<file path="src/rtl/video_timing_gen.sv">
// Raster timing generator: free-running pixel/line counters with sync, blanking
// and frame markers, plus a configurable delay line on the sync/visible flags.
module video_timing_gen #(
  parameter int H_ACTIVE    = 640,
  parameter int H_FRONT     = 16,
  parameter int H_SYNC      = 96,
  parameter int H_BACK      = 48,
  parameter int V_ACTIVE    = 480,
  parameter int V_FRONT     = 10,
  parameter int V_SYNC      = 2,
  parameter int V_BACK      = 33,
  parameter bit HSYNC_POL   = 1'b0,
  parameter bit VSYNC_POL   = 1'b0,
  parameter int PIPE_DELAY  = 2,
  parameter int SCALE_SHIFT = 0,
  parameter int COORD_WIDTH = 10
) (
  input  logic                   clk,
  input  logic                   reset,
  input  logic                   resync,
  output logic [COORD_WIDTH-1:0] hpos,
  output logic [COORD_WIDTH-1:0] vpos,
  output logic [COORD_WIDTH-1:0] hpos_scaled,
  output logic [COORD_WIDTH-1:0] vpos_scaled,
  output logic                   display_on,
  output logic                   hsync,
  output logic                   vsync,
  output logic                   frame_start,
  output logic                   vblank_start,
  output logic [15:0]            frame_count
);

  localparam int H_TOTAL = H_ACTIVE + H_FRONT + H_SYNC + H_BACK;
  localparam int V_TOTAL = V_ACTIVE + V_FRONT + V_SYNC + V_BACK;

  localparam logic [COORD_WIDTH-1:0] H_LAST     = COORD_WIDTH'(H_TOTAL - 1);
  localparam logic [COORD_WIDTH-1:0] V_LAST     = COORD_WIDTH'(V_TOTAL - 1);
  localparam logic [COORD_WIDTH-1:0] H_ACT_END  = COORD_WIDTH'(H_ACTIVE);
  localparam logic [COORD_WIDTH-1:0] V_ACT_END  = COORD_WIDTH'(V_ACTIVE);
  localparam logic [COORD_WIDTH-1:0] HS_START   = COORD_WIDTH'(H_ACTIVE + H_FRONT);
  localparam logic [COORD_WIDTH-1:0] HS_END     = COORD_WIDTH'(H_ACTIVE + H_FRONT + H_SYNC);
  localparam logic [COORD_WIDTH-1:0] VS_START   = COORD_WIDTH'(V_ACTIVE + V_FRONT);
  localparam logic [COORD_WIDTH-1:0] VS_END     = COORD_WIDTH'(V_ACTIVE + V_FRONT + V_SYNC);
  localparam logic [COORD_WIDTH-1:0] COORD_ONE  = COORD_WIDTH'(1);

  if (H_TOTAL > (1 << COORD_WIDTH)) begin : g_bad_htotal
    $error("video_timing_gen: H_TOTAL does not fit in COORD_WIDTH");
  end
  if (V_TOTAL > (1 << COORD_WIDTH)) begin : g_bad_vtotal
    $error("video_timing_gen: V_TOTAL does not fit in COORD_WIDTH");
  end
  if (H_FRONT < 1 || H_SYNC < 1 || H_BACK < 1 ||
      V_FRONT < 1 || V_SYNC < 1 || V_BACK < 1) begin : g_bad_porch
    $error("video_timing_gen: porch and sync widths must be at least 1");
  end
  if (PIPE_DELAY < 0 || PIPE_DELAY > 8) begin : g_bad_delay
    $error("video_timing_gen: PIPE_DELAY must be within 0..8");
  end

  logic [COORD_WIDTH-1:0] hpos_q, hpos_d;
  logic [COORD_WIDTH-1:0] vpos_q, vpos_d;
  logic [15:0]            frame_count_q, frame_count_d;
  logic [PIPE_DELAY:0]    disp_pipe_q, disp_pipe_d;
  logic [PIPE_DELAY:0]    hs_pipe_q, hs_pipe_d;
  logic [PIPE_DELAY:0]    vs_pipe_q, vs_pipe_d;
  logic                   h_wrap, v_wrap;
  logic                   disp_raw, hs_raw, vs_raw;

  // resync wins over the end-of-frame wrap, so the frame counter holds
  always_comb begin
    h_wrap        = (hpos_q == H_LAST);
    v_wrap        = (vpos_q == V_LAST);
    hpos_d        = h_wrap ? '0 : hpos_q + COORD_ONE;
    vpos_d        = vpos_q;
    frame_count_d = frame_count_q;
    if (h_wrap) begin
      vpos_d = v_wrap ? '0 : vpos_q + COORD_ONE;
      if (v_wrap) begin
        frame_count_d = frame_count_q + 16'd1;
      end
    end
    if (resync) begin
      hpos_d        = '0;
      vpos_d        = '0;
      frame_count_d = frame_count_q;
    end
  end

  always_comb begin
    disp_raw = (hpos_q < H_ACT_END) && (vpos_q < V_ACT_END);
    hs_raw   = ((hpos_q >= HS_START) && (hpos_q < HS_END)) ? HSYNC_POL : ~HSYNC_POL;
    vs_raw   = ((vpos_q >= VS_START) && (vpos_q < VS_END)) ? VSYNC_POL : ~VSYNC_POL;
    disp_pipe_d    = disp_pipe_q;
    hs_pipe_d      = hs_pipe_q;
    vs_pipe_d      = vs_pipe_q;
    disp_pipe_d[0] = disp_raw;
    hs_pipe_d[0]   = hs_raw;
    vs_pipe_d[0]   = vs_raw;
    for (int i = 1; i <= PIPE_DELAY; i++) begin
      disp_pipe_d[i] = disp_pipe_q[i-1];
      hs_pipe_d[i]   = hs_pipe_q[i-1];
      vs_pipe_d[i]   = vs_pipe_q[i-1];
    end
  end

  // the delay line is deliberately left running on resync so old values drain out
  always_ff @(posedge clk or posedge reset) begin
    if (reset) begin
      hpos_q        <= '0;
      vpos_q        <= '0;
      frame_count_q <= '0;
      disp_pipe_q   <= '0;
      hs_pipe_q     <= {(PIPE_DELAY+1){~HSYNC_POL}};
      vs_pipe_q     <= {(PIPE_DELAY+1){~VSYNC_POL}};
    end else begin
      hpos_q        <= hpos_d;
      vpos_q        <= vpos_d;
      frame_count_q <= frame_count_d;
      disp_pipe_q   <= disp_pipe_d;
      hs_pipe_q     <= hs_pipe_d;
      vs_pipe_q     <= vs_pipe_d;
    end
  end

  assign hpos         = hpos_q;
  assign vpos         = vpos_q;
  assign hpos_scaled  = hpos_q >> SCALE_SHIFT;
  assign vpos_scaled  = vpos_q >> SCALE_SHIFT;
  assign display_on   = disp_pipe_q[PIPE_DELAY];
  assign hsync        = hs_pipe_q[PIPE_DELAY];
  assign vsync        = vs_pipe_q[PIPE_DELAY];
  assign frame_start  = (hpos_q == '0) && (vpos_q == '0);
  assign vblank_start = (hpos_q == '0) && (vpos_q == V_ACT_END);
  assign frame_count  = frame_count_q;

endmodule
</file>
<file path="config.mk">
export PLATFORM = sky130hd
export DESIGN_NAME = video_timing_gen
export DESIGN_NICKNAME = d
export VERILOG_FILES = /design/src/rtl/video_timing_gen.sv
export SDC_FILE = /design/constraint.sdc
export NUM_CORES = 1
export LEC_CHECK = 0
export CAP_MARGIN = 20
export CORE_MARGIN = 3
export CORE_UTILIZATION = 30
export DETAILED_ROUTE_END_ITERATION = 6
export GPL_TIMING_DRIVEN = 1
export PLACE_DENSITY = 0.51
export SETUP_SLACK_MARGIN = 0.4
export SLEW_MARGIN = 10
export SYNTH_ARGS = -nofsm -noshare
export SYNTH_HDL_FRONTEND = slang
export SYNTH_SLANG_ARGS = --single-unit
</file>
<file path="constraint.sdc">
create_clock -name clk -period 2.8 [get_ports clk]
set_clock_uncertainty 0.15 [all_clocks]
set_input_delay 0.56 -clock clk [delete_from_list [all_inputs] [get_ports clk]]
set_output_delay 0.56 -clock clk [all_outputs]
set_load 0.02 [all_outputs]
</file>
==> results.cfg <==
[floorplanning]
fp-row-count = 31
io_pins = 64
initial_core_util_pct = 31.5
die_h_um = 94.2
die_area_sq_um = 8880
die_width_um = 94.2
core_area_sq_um = 7410

[detailed_routing]
drt-total-wl_um = 5420
drt_iter0_markers = 71
postRouteAntennaNets = 0
vias = 1794
wl_per_cell_um = 14.1
via_per_inst = 4.68
drc = 0
drt_first_pass_iters = 4

[worst_setup_path]
end_kind = primary output
crit_type = reg2out
crit_fanout = 2
cp.arrival_ns = 1.82
cp_data_required_time_ns = 2.09
cp-start-kind = flop
ff2ff_setup_slack_ns = 0.62

[clocking]
cts.sinks = 45
clk_pin_slew_ns = 0.09
insertion_delay_ns = 0.30
cts-root-buf = clkbuf_8
htreeDepth = 2
cts_tree = yes
cts_setup_buffers = 0
cts_hold_buf = 0
cts_buffer_depth = 2
numCtsBuffers = 5

[sta]
final.setup.tns_ns = 0
fin_hold_ws_ns = 0.204
final.min_clock_period_ns = 2.53
slew_violations = 0
setup_viol = 0
worst_slew_pin_slew_ns = 0.525
fin_crit_sh_pct = 90.5
hold_violations = 0
slew_headroom_pct = 64.8
rsz0062_at_grt = true
fmax_mhz = 395

[global_route]
grt_pass1_wl_um = 8850
grt_max_degree = 24
antenna_found_initial = 0
grt_overflow = 0
grt_pass1_vias = 1756
grt_usage_pct = 12.8

[yosys]
synth_top_area_share_pct = 41.8
synth.cell_area_sq_um = 2340
synth_edf_count = 0
synth_area_leaders = dfrtp_1 42%, xor2_1 7.1%, dfstp_2 6.7%
ys.flop_type = dfrtp_1
synthTopCellsByCount = 39 x dfrtp_1, 20 x buf_4, 19 x xor2_1, 18 x nand2_1, 15 x nor2_1
syn-num-nets = 224
synthCells = 216
seq_area_frac_synth_pct = 48.5
synth.distinct_cells = 43
synth_area_leader_cell = dfrtp_1
syn_area_per_cell_sq_um = 10.8
ys_warn_count = 0
synthArstFlopShare_pct = 100
synth_most_common_cell = dfrtp_1
ys_seq_elements = 45

[hold_path]
min_path_type = reg2reg

[placement]
io_buffer_count = 63
dp_hpwl_um = 4000
gp_congestion = 0.793

[final_layout]
nFillCells = 731
diodes = 0
final_layout_size_suffix_gt1_share_pct = 19.7
areaGrowthSynthToFinish_pct = 37.5
seq_area_sq_um = 1130
multi_input_area_sq_um = 1050
nNetsFinal = 291

[power_and_ir_drop]
peakVddDrop_v = 0.000145
leakagePower_nw = 1.43
power_density_nw_per_um2 = 358

[run]
cap_violations = 0

[outcome]
run_status = completed
[final cells by class]
type	instances	share of cell area, %
sequential	45	35.3
multi-input combinational	141	32.7
timing repair buffer	83	24.5
tap	99	3.86
clock buffer	8	2.80
inverter	7	0.818
[report_power, final]
group          switching [mW]  total [mW]  internal, mW
Clock                   0.215       0.417         0.202
Combinational          0.0446      0.0748        0.0302
Sequential            0.00421       0.657         0.653
Total                   0.264        1.15         0.885
[state kept, by name (all words and copies together), names as in the netlist]
register / cells
disp_pipe_q: 3
frame_count: 16
hpos: 10
hs_pipe_q: 3
vpos: 10
vs_pipe_q: 3
[stage by stage]
step / std cells / worst slack (ns) / cell area (sq um) / power [mW] / utilization (%)
after global placement: 375 / 0.0381 / 3080 / 0.745 / 41.6
after detailed placement: 375 / 0.0511 / 3080 / 0.745 / 41.6
final: 383 / 0.265 / 3210 / 1.15 / 43.4
after global routing: 383 / 0.181 / 3210 / 1.19 / 43.4
after CTS: 383 / 0.239 / 3190 / 1.16 / 43.0
after floorplan: 216 / 0.223 / 2340 / 0.711 / -
[what timing repair did]
item                       4_1_cts  5_1_grt
setup endpoints to repair        2        2
pin swaps                        3        3
gates resized for setup         15        4
[metal layers]
metal	global-route usage, %	vias to the layer above	wire (um)	share of wire, %
met5	0	-	0	0
met4	5.66	0	87	1.6
met3	2.56	6	241	4.4
met2	19.3	46	2490	46
met1	17.6	887	2600	48
li1	-	855	-	-
[final timing paths]
kind / cells after the start / to / startpoint
max: 5 / vblank_start / hpos[7]$_DFF_PP0_
min: 0 / disp_pipe_q[2]$_DFF_PP0_ / disp_pipe_q[1]$_DFF_PP0_
max reg2reg: 6 / vpos[9]$_DFFE_PP0P_ / hpos[0]$_DFF_PP0_
min reg2reg: 0 / disp_pipe_q[2]$_DFF_PP0_ / disp_pipe_q[1]$_DFF_PP0_
max in group asynchronous: 3 / vpos[6]$_DFFE_PP0P_ / reset
min in group asynchronous: 2 / disp_pipe_q[2]$_DFF_PP0_ / reset
[logic make-up after synthesis]
group,after synthesis,share of synthesized area (%)
xor+xnor,26,9.75
fa+ha+maj,5,2.68
flops,45,48.5
mux,1,0.482
simple gates,89,24.3
buf+inv,30,8.52
compound gates,20,5.73
[critical path: stages, from the launching register on]
cell,delay [ns]
dfrtp_1,0.42
nor3_4,0.23
nor4b_4,0.21
nand4_1,0.22
nor4_2,0.25
buf_4,0.20
[cell usage in the layout (no fill, tap or decap), drive strengths merged, types with 2 or more instances in the layout]
master,n
a21oi,3
a31oi,4
and2,2
and3,9
and4,2
buf,22
clkbuf,8
clkdlybuf4s50,61
dfrtp,39
dfstp,6
ha,5
inv,6
nand2,18
nand2b,2
nand3,10
nand4,7
nand4b,2
nor2,16
nor3,9
nor4,7
o21ai,8
xnor2,7
xor2,19
Note: power is estimated with default switching activity, not from simulation.
